$ cat config.mk
export PLATFORM = sky130hd
export DESIGN_NAME = button_arbiter
export DESIGN_NICKNAME = d
export VERILOG_FILES = /design/src/rtl/button_arbiter.sv
export SDC_FILE = /design/constraint.sdc
export NUM_CORES = 1
export LEC_CHECK = 0
export BUFFER_PORTS_ARGS = -buffer_cell sky130_fd_sc_hd__buf_2
export CAP_MARGIN = 5
export CORE_UTILIZATION = 45
export CTS_BUF_LIST = sky130_fd_sc_hd__clkbuf_8 sky130_fd_sc_hd__clkbuf_16
export CTS_CLUSTER_DIAMETER = 100
export DETAILED_ROUTE_END_ITERATION = 7
export PLACE_DENSITY = 0.62
export SYNTH_ARGS = -nofsm -noshare
export SYNTH_HDL_FRONTEND = slang
export SYNTH_SLANG_ARGS = --single-unit
$ cat constraint.sdc
create_clock -name Clk -period 2.85 [get_ports Clk]
set_clock_uncertainty 0.05 [all_clocks]
set_input_delay 0.1425 -clock Clk [delete_from_list [all_inputs] [get_ports Clk]]
set_output_delay 0.1425 -clock Clk [all_outputs]
set_load 0.005 [all_outputs]
$ cat src/rtl/button_arbiter.sv
// button_arbiter
// Debounces four raw push-buttons and turns them into single events on a
// valid/ready interface. One button at a time owns the shared lockout
// counter; the others wait in the synchronizers until the FSM is idle again,
// at which point a round-robin search picks the next owner.
//
// Optional feature: define BUTTON_LONG_PRESS_EN to add long-press events
// (Event_Long=1) and the Drop pulse for a long-press that finds the event
// slot still occupied. Without it, Event_Long and Drop are constant 0.

module button_arbiter #(
   parameter int LOCK_CYCLES = 2000000,
   parameter int LONG_CYCLES = 50000000
) (
   input  logic       Clk,
   input  logic       Reset,
   input  logic [3:0] Button,
   input  logic       Event_Ready,
   output logic       Event_Valid,
   output logic [1:0] Event_Id,
   output logic       Event_Long,
   output logic       Busy,
   output logic       Drop
);

   typedef enum logic [1:0] {
      IDLE     = 2'd0,
      LOCK     = 2'd1,
      WAIT_REL = 2'd2,
      RLOCK    = 2'd3
   } state_t;

   // Terminal count of a lockout window: the counter runs 0 .. LOCK_CYCLES-1.
   localparam logic [25:0] LOCK_LAST = 26'(LOCK_CYCLES - 1);

`ifdef BUTTON_LONG_PRESS_EN
   // Counter value, measured from the grant, at which a hold becomes long.
   localparam logic [25:0] LONG_LAST = 26'(LONG_CYCLES - 1);
`endif

   // Both timing parameters must fit the 26-bit counter and be ordered.
   if (LOCK_CYCLES < 1 || LONG_CYCLES <= LOCK_CYCLES || LONG_CYCLES >= (1 << 26)) begin : g_bad_cycles
      $error("button_arbiter: need 0 < LOCK_CYCLES < LONG_CYCLES < 2**26");
   end

   // ------------------------------------------------------------------
   // Round-robin search: first requester after prev, wrapping mod 4.
   // ------------------------------------------------------------------
   function automatic logic [1:0] rr_pick(input logic [3:0] req, input logic [1:0] prev);
      logic [1:0] pick;
      logic       found;
      pick  = prev;
      found = 1'b0;
      for (int k = 1; k <= 4; k++) begin
         if (!found && req[prev + 2'(k)]) begin
            pick  = prev + 2'(k);
            found = 1'b1;
         end
      end
      return pick;
   endfunction

   // ------------------------------------------------------------------
   // Synchronizer
   // ------------------------------------------------------------------
   logic [3:0] sync_meta;
   logic [3:0] sync_s;

   // Two-flop synchronizer per button; the FSM only ever looks at sync_s.
   always_ff @(posedge Clk) begin
      // NOTE: sequential state uses non-blocking assignments so every flop
      // samples the pre-edge value of its source, independent of statement order.
      if (Reset) begin
         sync_meta <= 4'd0;
         sync_s    <= 4'd0;
      end else begin
         sync_meta <= Button;
         sync_s    <= sync_meta;
      end
   end

   // ------------------------------------------------------------------
   // FSM and event registers
   // ------------------------------------------------------------------
   state_t      state, state_nxt;
   logic [25:0] count, count_nxt;
   logic [1:0]  grant, grant_nxt;
   logic [1:0]  last, last_nxt;
   logic        valid, valid_nxt;
   logic [1:0]  id, id_nxt;
   logic [1:0]  rr_win;

`ifdef BUTTON_LONG_PRESS_EN
   logic        ev_long, long_nxt;
   logic        drop, drop_nxt;
   logic        long_done, long_done_nxt;
`endif

   assign rr_win = rr_pick(sync_s, last);

   // State, counter, grant bookkeeping and the event slot.
   always_ff @(posedge Clk) begin
      if (Reset) begin
         state     <= IDLE;
         count     <= 26'd0;
         grant     <= 2'd0;
         last      <= 2'd3;
         valid     <= 1'b0;
         id        <= 2'd0;
`ifdef BUTTON_LONG_PRESS_EN
         ev_long   <= 1'b0;
         drop      <= 1'b0;
         long_done <= 1'b0;
`endif
      end else begin
         state     <= state_nxt;
         count     <= count_nxt;
         grant     <= grant_nxt;
         last      <= last_nxt;
         valid     <= valid_nxt;
         id        <= id_nxt;
`ifdef BUTTON_LONG_PRESS_EN
         ev_long   <= long_nxt;
         drop      <= drop_nxt;
         long_done <= long_done_nxt;
`endif
      end
   end

   // Next-state, counter and event-slot logic.
   always_comb begin
      // NOTE: every signal assigned here gets a default first, so no path
      // leaves a value unassigned and no latch is inferred.
      state_nxt = state;
      count_nxt = count;
      grant_nxt = grant;
      last_nxt  = last;
      valid_nxt = valid & ~Event_Ready;
      id_nxt    = id;
`ifdef BUTTON_LONG_PRESS_EN
      long_nxt      = ev_long;
      drop_nxt      = 1'b0;
      long_done_nxt = long_done;
`endif

      unique case (state)
         IDLE: begin
            // A pending event blocks new grants; requests simply stay
            // asserted in the synchronizer until the slot frees up.
            if (sync_s != 4'd0 && !valid) begin
               grant_nxt = rr_win;
               last_nxt  = rr_win;
               count_nxt = 26'd0;
               valid_nxt = 1'b1;
               id_nxt    = rr_win;
`ifdef BUTTON_LONG_PRESS_EN
               long_nxt      = 1'b0;
               long_done_nxt = 1'b0;
`endif
               state_nxt = LOCK;
            end
         end

         LOCK: begin
            if (count == LOCK_LAST) begin
               if (sync_s[grant]) begin
                  state_nxt = WAIT_REL;
`ifdef BUTTON_LONG_PRESS_EN
                  // Keep counting from the grant so the long-press
                  // threshold is measured from the original press.
                  count_nxt = count + 26'd1;
`else
                  count_nxt = 26'd0;
`endif
               end else begin
                  state_nxt = RLOCK;
                  count_nxt = 26'd0;
               end
            end else begin
               count_nxt = count + 26'd1;
            end
         end

         WAIT_REL: begin
            if (!sync_s[grant]) begin
               count_nxt = 26'd0;
               state_nxt = RLOCK;
            end
`ifdef BUTTON_LONG_PRESS_EN
            else if (!long_done) begin
               count_nxt = count + 26'd1;
               if (count == LONG_LAST) begin
                  long_done_nxt = 1'b1;
                  // The slot may be reused in the cycle it is accepted;
                  // only a still-pending event forces a drop.
                  if (valid && !Event_Ready) begin
                     drop_nxt = 1'b1;
                  end else begin
                     valid_nxt = 1'b1;
                     id_nxt    = grant;
                     long_nxt  = 1'b1;
                  end
               end
            end
`endif
         end

         RLOCK: begin
            if (count == LOCK_LAST) begin
               state_nxt = IDLE;
            end else begin
               count_nxt = count + 26'd1;
            end
         end

         default: state_nxt = IDLE;
      endcase
   end

   // ------------------------------------------------------------------
   // Outputs
   // ------------------------------------------------------------------
   assign Event_Valid = valid;
   assign Event_Id    = id;
   assign Busy        = (state != IDLE);

`ifdef BUTTON_LONG_PRESS_EN
   assign Event_Long  = ev_long;
   assign Drop        = drop;
`else
   assign Event_Long  = 1'b0;
   assign Drop        = 1'b0;
`endif

endmodule

Word level (Yosys, flattened, before mapping)
Cells that the tools add are included.

Bits of input ports: 7. Word-level logic and storage cells: 71. Bits in registers: 41.

Equal/unequal tests: 9. $lt $le $gt $ge: 5. Reduce and logical (&&, ||, !) cells: 14. Multiplexer cells: 30. Bitwise gates (word level): 2. $add $sub $neg: 4.

Operators with widths (count): two-way mux 26 bit (4); one-hot mux 26 bit (4 select lines) (1); adder 26 x 1 -> 26 bit (second input constant) (1); == test 26 x 21 -> 1 bit (second input constant) (1); two-way mux 2 bit (8); < comparator 2 x 3 -> 1 bit (second input constant) (5); two-way mux 1 bit (11); binary-select mux 1 bit (select 2 bit) (5); inequality test 2 bit (second input constant) (5); one-hot mux 2 bit (4 select lines) (1); adder 2 bit (second input constant) (2); == test 2 bit (second input constant) (2); logical AND 1 bit (4); logical NOT 1 bit (4); AND reduction 4 bit (1); nonzero test 4 bit (1); AND reduction 3 bit (1); adder 2 x 1 -> 2 bit (second input constant) (1); == test 2 x 1 -> 1 bit (second input constant) (1); logical NOT 2 bit (1); AND reduction 2 bit (1); nonzero test 2 bit (1); AND 1 bit (1); NOT 1 bit (1).

Longest topological paths before layout
Gate-level depths: netlist of the first run.

Word-level depth: 13. Mapped depth: 9.

Worst setup path after synthesis of the first run
Ideal clock, no wire load.

Path kind: reg2reg. From: register state[0]. To: register last[0]. Data required time: 2.738 ns. Arrival time: 1.753 ns. Buffers on the path: 0. Cell stages (with the launch flop): 7. Period minus slack after synthesis: 1.865 ns. Setup slack: 0.985 ns. Path through: dfxtp_1 -> inv_1 -> ha_1 -> inv_1 -> or3_1 -> or4_1 -> nand3_1.

Cells in the longest elaborated chain, start to end: 2.

RTL lines: start: declaration (line 85) `state_t state, state_nxt;`; start signal: assignment (line 116) `state <= state_nxt;`; logical NOT 2 bit (line 146) `unique case (state)`; AND reduction 2 bit (no line); end signal: assignment (line 119) `last <= last_nxt;`; end: declaration (line 88) `logic [1:0] last, last_nxt;`.

Every way passes these cells. A chain may end at the register's enable or synchronous reset.

Worst setup path after layout of the first run
From: register count[0]. To: register count[24].

Cells in the longest elaborated chain, start to end: 3.

RTL lines: start: declaration (line 86) `logic [25:0] count, count_nxt;`; start signal: assignment (line 117) `count <= count_nxt;`; adder 26 x 1 -> 26 bit / == test 26 x 21 -> 1 bit (equally long branches); two-way mux 26 bit, or another cell as far along (line 209) `if (count == LOCK_LAST) begin`; one-hot mux 26 bit (4 select lines) / AND reduction 3 bit (equally long branches).

Parallel ways exist; a longest one is shown, timed or not. The select of a mux whose other input is x is not followed.

==> results of run 1 <==
final timing paths:
| kind | start | to | cells past startpoint |
|---|---|---|---|
| setup / recovery | count[0] | count[24] | 6 |
| hold / removal | Button[1] | sync_meta[1] | 2 |
| setup reg to reg | count[0] | count[24] | 6 |
| hold reg to reg | sync_meta[2] | sync_s[2] | 1 |
sequential cells by signal, indices dropped and copies added (netlist names):
| name | cells |
|---|---|
| Event_Id | 2 |
| Event_Valid | 1 |
| count | 26 |
| last | 2 |
| state | 2 |
| sync_meta | 4 |
| sync_s | 4 |
power by group through the flow:
stage,clock network [W],logic (W),registers [W]
global route,0.000397,0.000546,0.000683
global placement,0,0.000475,0.000687
floorplan,0,0.000388,0.000671
CTS,0.000375,0.000482,0.000674
finish,0.000360,0.000482,0.000674
detailed placement,0,0.000479,0.000687
layout make-up:
class / instances / area, sq um
Multi-Input combinational cell: 195 / 1301
Inverter: 8 / 30.03
Fill cell: 475 / 2340
Timing Repair Buffer: 12 / 65.06
Sequential cell: 41 / 820.8
Clock buffer: 5 / 68.82
Tap cell: 67 / 83.83
Clock inverter: 3 / 13.76
logic make-up after synthesis:
| family | count (synthesis) |
|---|---|
| XOR/XNOR | 9 |
| multiplexers | 4 |
| other | 1 |
| AO/OA/AOI/OAI | 61 |
| flip-flops | 41 |
| buffers and inverters | 19 |
| adder cells (fa/ha/maj) | 6 |
| AND/OR/NAND/NOR | 113 |
layer usage:
| metal | GRT usage (%) | vias up |
|---|---|---|
| li1 | - | 967 |
| met1 | 28.95 | 887 |
| met2 | 27.41 | 25 |
| met3 | 4.583 | 2 |
| met4 | 6.536 | 0 |
| met5 | 0 | - |
metrics by stage:
stage | std cells | hold WS (ns) | worst slack [ns] | cell area [sq um]
2_1_floorplan | 255 | 0.1641 | 0.9850 | 2215
3_3_place_gp | 323 | 0.2984 | 0.7761 | 2301
6_report | 331 | 0.004892 | 0.7125 | 2384
5_1_grt | 331 | 0.005521 | 0.5517 | 2384
3_5_place_dp | 323 | 0.3089 | 0.7595 | 2301
4_1_cts | 331 | 0.0006382 | 0.7472 | 2384
cells in the final DEF, fill, tap and decap left out, drive strengths merged, types with 10 or more instances in the layout:
master,netlist,layout
nand2,14,14
nor2,16,16
o31ai,12,12
nand3,12,12
dfxtp,41,41
nand4,10,10
or4,11,11
a21oi,22,22
buf,8,12
worst max-delay path, stage by stage, from the launching register on:
cell	delay (ns)
dfxtp_1	0.40
ha_1	0.22
nand4_1	0.17
nor3_1	0.32
nand3_1	0.29
or4_1	0.47
a21oi_1	0.16
==> results.md, run 1 <==
- Pin count of the biggest net entering global routing: 22
- Sw frac: 36.28%
- Min-delay worst type: in2reg
- Syn Std Cell Area: 2211 sq um
- Met2 routed wirelength: 2.045 mm
- Detail Route Antenna Nets: 0
- DP HPWL: 3.301 mm
- Detailed Routing Iterations Pass 1: 4
- Slew HR: 66.27%
- First-pass GRT wire length: 7.852 mm
- Number of buffers added on ports: 10
- Synth Area in Compound Gates: 18.73%
- Layout cell share with drive strength beyond 1: 11.36%
- Overflow left after global routing: 0
- Die height: 72.10 um
- Fmax: 467.8 MHz
- Vias per inst: 5.683
- Worst EP arrival: 2.31 ns
- Setup CP Type: reg2reg
- Slew @ Worst Pin: 0.5017 ns
- Routed WL: 4.644 mm
- Proportion of synthesized area in mux cells: 2.037%
- P_int: 0.0009660 W
- Synth cell types: 51
- Reg clk slew, reported paths: 0.08 ns
- Pleak: 0.7826 nW
- Synthesized area per cell: 8.704 sq um
- CP Capture Type: flip-flop
- CP max FO: 7
- Placer Congestion: 0.7910
- Setup violations, final: 0
- Worst IR Drop VDD: 0.4269 mV
- Area grow syn2layout: 7.810%
- Most common cell in the netlist: dfxtp_1
- FF+latch count, synth: 41
- Wl on met1: 2.389 mm
- CTS-repair resized insts: 0
- Clk root buf: clkbuf_8
- Nets@finish: 276
- Yosys Warn Count: 0
- Worst-Skew Late Latency: 0.29 ns
- Initial core utilization: 46.81%
- 1st-iter DRT viols: 140
- Top cells by count, synth: dfxtp_1, a21oi_1, nor2_1, nand2_1, nand3_1
- Post-synth EDFFs: 0
- Initial antenna violation count: 0
- WL per Instance: 14.03 um
- Ranking of synthesized cells by area: dfxtp_1, a21oi_1, o31ai_1
- Top Metal Used: met4
- Power Total: 0.001516 W
- Hold Buf Count CTS: 0
- Post-CTS setup buffer count: 0
- CTS tree: yes
- Num ports: 13
- DRC Markers: 0
- Via Count: 1881
- Largest family of logic cells by synthesized area: simple AND/OR/NAND/NOR gates
- Fraction of registers with async set/reset: 0%
- Core Area: 4723 sq um
- Combinational share of power: 31.8%
- Sequential element share of the synthesized area: 37.13%
- Status: completed
- Synth Area in XOR/XNOR: 3.565%
- TNS Setup: 0 ns
- Max cap viols: 0
- Fin. Hold Viols: 0
- Synth Area in Adders: 3.396%
- Htree depth: 2
- Cts bufs inserted: 5
- Clock Sinks: 41
- Post-route clock period utilization: 75.00%
- Fin util: 50.46%
- Largest area contributor in the netlist: dfxtp_1
- Clock network power share: 23.7%
- Setup slack, reg-to-reg: 0.71 ns
- Vias in the first global route: 1606
- Simple-Gate Fraction of Synth Area: 30.79%
- Cell row count: 25
- Slew Viols, Final: 0
- Setup crit start kind: flip-flop
- PwrDens: 636.0 nW/um^2
- Share of the synthesized area in the top cell type: 37.13%
- Met3 wire len: 167 um
- Synth Flop Type: dfxtp_1
- Chip Width: 72.10 um
- Max Buffers Root-to-Sink: 2
- P_sw: 0.0005499 W
- Ant. Diodes: 0
- Post-route minimum period: 2.138 ns
- Syn Inst Count: 254
- WP data required: 3.03 ns
- Part of the power in registers: 44.5%
- Overall routing resource usage: 19.45%
- RSZ-0062 raised after global routing: no
- Total Die Area: 5198 sq um
Power figures use the tool's default switching activity.
==> inputs of run 2 (changes only) <==
ABC_AREA = 1   (was not set)
PLACE_DENSITY = 0.64   (was 0.62)
clock period = 1.7 ns   (was 2.85 ns; I/O delays follow)
==> results.md, run 2 <==
- Most common cell in the netlist: nand2_1
- Post-route clock period utilization: 101.8%
- Setup slack, reg-to-reg: -0.03 ns
- Worst IR Drop VDD: 0.7141 mV
- Largest area contributor in the netlist: dfxtp_1
- Setup CP Type: reg2reg
- Placed instance count: 556
- Total Die Area: 6237 sq um
- Detail Route Antenna Nets: 0
- Max cap viols: 0
- Syn Std Cell Area: 2666 sq um
- Layout cell share with drive strength beyond 1: 25.35%
- Initial core utilization: 47.55%
- Yosys Warn Count: 0
- DP HPWL: 5.083 mm
- Design area: 3395 sq um
- Synthesized area per cell: 5.938 sq um
- WL per Instance: 12.59 um
- Cell row count: 27
- Max Buffers Root-to-Sink: 2
- Pin count of the biggest net entering global routing: 24
- Syn Inst Count: 449
- CTS tree: yes
- Synth Flop Type: dfxtp_1
- First-pass GRT wire length: 11.80 mm
- Area grow syn2layout: 27.31%
- Vias in the first global route: 2525
- Nets@finish: 513
- Status: complete, but fails checks
- Clk root buf: clkbuf_8
- Ranking of synthesized cells by area: dfxtp_1, nand2_1, nor2_1
- Fraction of registers with async set/reset: 0%
- Via Count: 2842
- Routed WL: 7.215 mm
- Ant. Diodes: 0
- Worst-Skew Late Latency: 0.30 ns
- Worst EP arrival: 1.87 ns
- Most frequent cells in the layout: nand2_1, nor2_1, inv_1
- Fin cells: 573
- R2R Path Start: count[6]
- Share of the synthesized area in the top cell type: 30.78%
- DRC Markers: 0
- Detailed Routing Iterations Pass 1: 5
- HP Start: Event_Ready
- 1st-iter DRT viols: 219
- FF-to-FF End: count[1]
- CP max FO: 17
- Setup crit start kind: flip-flop
- Final WS setup: -0.03049 ns
- Post-synth EDFFs: 0
- Top reg by flops: count
- Placer Congestion: 0.9357
- Post-DP Area: 3020 sq um
- Min-delay worst type: in2reg
- CP Capture Type: flip-flop
- Fin util: 60.53%
- Overflow left after global routing: 0
- Top cells by count, synth: nand2_1, nor2_1, inv_1, dfxtp_1, nand3_1
- Clock Sinks: 41
- Fmax: 577.9 MHz
- Pleak: 1.565 nW
- PwrDens: 1010 nW/um^2
- Synth cell types: 29
- Fin. Hold Viols: 0
- Worst r2r path cells: 9
- Core Area: 5608 sq um
- Sequential element share of the synthesized area: 30.78%
- Violated checks: setup timing
- Number of buffers added on ports: 10
- Htree depth: 2
- Setup violations, final: 1
- Slew Viols, Final: 0
- Vias per inst: 4.960
- FF+latch count, synth: 41
- WP data required: 1.84 ns
- Power Total: 0.003430 W
- Die height: 78.98 um
- Hold path endpoint: Event_Valid
- Worst hold path depth: 3
- Max reg flops: 26
- RSZ-0062 raised after global routing: yes
- Overall routing resource usage: 24.00%
- Biggest regs: count x26, sync_meta x4, sync_s x4
- Post-route minimum period: 1.730 ns
- Initial antenna violation count: 0
- Commonest non-fill, non-tap cell in the layout: nand2_1
- Cts bufs inserted: 5
- Reg clk slew, reported paths: 0.09 ns
- Chip Width: 78.98 um
- Num ports: 13
==> run 2: changes by cell type in the layout (fill, tap and decap cells not counted), moves of 8 or more <==
cell and delta:
buf_4 +34, dfxtp_1 -19, dfxtp_2 +15, inv_1 +44
inv_2 +11, nand2_1 +126, nand2_2 +8, nand3_1 +11
nor2_1 +47, nor2_2 +9, nor2b_1 -9, o31ai_1 -11
or4_1 -11
==> run 2: layout make-up <==
type	count	area [sq um]
multi-input combinational	333	1682
timing repair buffer	54	427.9
clock buffer	5	68.82
fill	537	2213
clock inverter	3	25.02
sequential	41	854.6
inverter	65	246.5
tap	72	90.09
==> run 2: worst max-delay path by stage <==
stage / from / end / slack (ns) / cells past startpoint
2_1_floorplan: state[0] / count[17] / 0.06 / 8
6_report: count[6] / count[1] / -0.03 / 9
3_5_place_dp: state[0] / count[11] / -0.08 / 10
5_1_grt: count[5] / count[1] / -0.07 / 9
3_3_place_gp: state[0] / count[17] / -0.06 / 11
4_1_cts: state[0] / count[11] / -0.0008 / 10
==> run 2: power by group <==
group | internal, W | total [W] | switching, W
Sequential | 0.00107 | 0.00118 | 0.000113
Clock | 0.000296 | 0.000673 | 0.000377
Combinational | 0.000660 | 0.00157 | 0.000911
Total | 0.00203 | 0.00343 | 0.00140
==> run 2: repair_timing <==
action	4_1_cts	5_1_grt
hold buffers	4	0
setup buffers	0	4
endpoints found under the hold margin	4	0
pin swaps	0	12
setup endpoints to repair	11	32
cloned	0	1
gates resized for setup	4	73
==> run 2: stage by stage <==
stage | setup TNS, ns | worst slack [ns] | hold WS, ns
after floorplan | 0 | 0.06445 | 0.1041
after CTS | -0.0007818 | -0.0007818 | 0.05120
final | -0.03049 | -0.03049 | 0.05526
after global routing | -0.5013 | -0.07213 | 0.06068
after global placement | -0.08623 | -0.06453 | 0.2357
after detailed placement | -0.2383 | -0.08499 | 0.2402
==> run 2: cell families after synthesis <==
| logic type | after synthesis | synth area share, % |
|---|---|---|
| XOR/XNOR | 6 | 1.971 |
| adder cells (fa/ha/maj) | 6 | 2.816 |
| other | 1 | 0.1406 |
| flip-flops | 41 | 30.78 |
| AND/OR/NAND/NOR | 267 | 40.64 |
| AO/OA/AOI/OAI | 52 | 12.06 |
| buffers and inverters | 76 | 11.59 |
==> run 2: routing by layer <==
metal	part of all wire [%]	GRT usage, %	wire length [um]
met3	5.1	4.023	365
met1	50	33.85	3573
met2	44	36.29	3180
met4	1.3	9.091	95
met5	0	0	0
==> run 2: worst max-delay path, stage by stage, from the launching register on <==
cell	delay [ns]
dfxtp_2	0.38
nand2_2	0.09
nor2_2	0.17
nand2_2	0.10
nor2_4	0.11
nand3_2	0.13
nand2_4	0.16
inv_4	0.11
o21ai_0	0.22
a21oi_1	0.08
==> inputs of run 3 (changes only) <==
PLACE_DENSITY = 0.69   (was 0.64)
==> results.md, run 3 (synthesis results as in run 2) <==
- DRC Markers: 0
- TNS Setup: -0.2047 ns
- DP HPWL: 5.082 mm
- Clock Sinks: 41
- Via Count: 2861
- Detailed Routing Iterations Pass 1: 4
- Overall routing resource usage: 22.91%
- Max reg flops: 26
- Fin. Hold Viols: 0
- Fmax: 575.9 MHz
- Pin count of the biggest net entering global routing: 24
- Fin cells: 573
- Detail Route Antenna Nets: 0
- Power Total: 0.003506 W
- CP max FO: 4
- Final WS setup: -0.03640 ns
- Cell row count: 27
- Clk root buf: clkbuf_8
- Part of the power in registers: 33.9%
- Total Die Area: 6237 sq um
- Area grow syn2layout: 27.41%
- Chip Width: 78.98 um
- Most frequent cells in the layout: nand2_1, nor2_1, inv_1
- Reg clk slew, reported paths: 0.09 ns
- Max Buffers Root-to-Sink: 2
- Cts bufs inserted: 5
- Clock network power share: 19.7%
- Nets@finish: 513
- Initial core utilization: 47.55%
- WP data required: 1.84 ns
- Slew Viols, Final: 0
- First-pass GRT wire length: 11.34 mm
- Max cap viols: 0
- Placer Congestion: 0.9619
- Initial antenna violation count: 0
- Num ports: 13
- CTS tree: yes
- Htree depth: 2
- Combinational share of power: 46.4%
- Commonest non-fill, non-tap cell in the layout: nand2_1
- Design area: 3397 sq um
- Placed instance count: 554
- Post-route clock period utilization: 102.1%
- RSZ-0062 raised after global routing: yes
- P_sw: 0.001430 W
- WL per Instance: 12.41 um
- Die height: 78.98 um
- Biggest regs: count x26, sync_meta x4, sync_s x4
- Setup violations, final: 12
- Post-route minimum period: 1.736 ns
- Vias in the first global route: 2566
- Post-DP Area: 2993 sq um
- P_int: 0.002075 W
- Worst-Skew Late Latency: 0.31 ns
- # fillers: 538
- Number of buffers added on ports: 10
- Setup crit start kind: flip-flop
- Ant. Diodes: 0
- PwrDens: 1032 nW/um^2
- Min-delay worst type: in2reg
- Worst IR Drop VDD: 0.6924 mV
- Routed WL: 7.111 mm
- Top reg by flops: count
- 1st-iter DRT viols: 189
- Violated checks: setup timing
- Status: complete, but fails checks
- Core Area: 5608 sq um
- Setup slack at placement: -0.06601 ns
- Layout cell share with drive strength beyond 1: 23.55%
- Overflow left after global routing: 0
- Vias per inst: 4.993
- CP Capture Type: flip-flop
- Setup CP Type: reg2reg
- Sw frac: 40.80%
- Worst EP arrival: 1.88 ns
- Pleak: 1.543 nW
-- run 3: cell types whose count changed in the layout (fill, tap and decap cells not counted), moves of 2 or more --
cell	change
nand2_4	-2
inv_2	-3
buf_6	+3
nor2_4	-2
buf_4	-4
o21ai_0	-2
dfxtp_1	+9
nand2_2	+2
nor2_2	+2
inv_6	+2
dfxtp_2	-9
-- run 3: worst paths after layout --
path	from	endpoint	slack, ns	depth (start not counted)
hold / removal	Event_Ready	Event_Valid	0.04	3
setup reg to reg	count[19]	count[11]	-0.04	10
setup / recovery	count[19]	count[11]	-0.04	10
hold reg to reg	sync_meta[2]	sync_s[2]	0.36	2
-- run 3: per-layer routing --
metal	track usage (%)	wire length, um
met5	0	0
met2	37.50	3217
met4	8.364	155
met1	30.15	3276
met3	3.793	461
-- run 3: metrics by stage --
stage               util, %  hold slack [ns]
floorplan                 -           0.1041
detailed placement    53.37           0.2419
global placement      53.37           0.2319
global route          60.58          0.05197
finish                60.58          0.04094
CTS                   56.20          0.04172
-- run 3: repair_timing --
action | in CTS | in global routing
hold endpoints to repair | 4 | 0
pin swaps | 1 | 14
buffers inserted | 0 | 5
endpoints found under the setup margin | 19 | 32
hold buffers | 4 | 0
gates cloned | 1 | 1
gates resized for setup | 7 | 69
-- run 3: power by group through the flow --
stage	combinational, W	sequential, W	clock, W
finish	0.00163	0.00119	0.000691
global route	0.00177	0.00120	0.000743
CTS	0.00129	0.00115	0.000700
detailed placement	0.00124	0.00116	0
global placement	0.00122	0.00116	0
floorplan	0.000888	0.00113	0
-- run 3: worst max-delay path: stages (launching register included) --
cell and delay (ns):
dfxtp_1 0.35, nand2_2 0.11, nor2_1 0.16, nand2_1 0.11, nor2_4 0.16, nand2_2 0.08, nand2_1 0.09, nand2_2 0.08
o21ai_4 0.24, buf_6 0.15, nor3_1 0.05
-- run 3: final cells by class --
type                            instances  area [sq um]  area share, %
Clock buffer                            5         68.82          2.026
Clock inverter                          3         25.02         0.7366
Inverter                               65         254.0          7.477
Multi-Input combinational cell        334          1689          49.72
Sequential cell                        41         843.3          24.83
Tap cell                               72         90.09          2.652
Timing Repair Buffer                   53         426.7          12.56
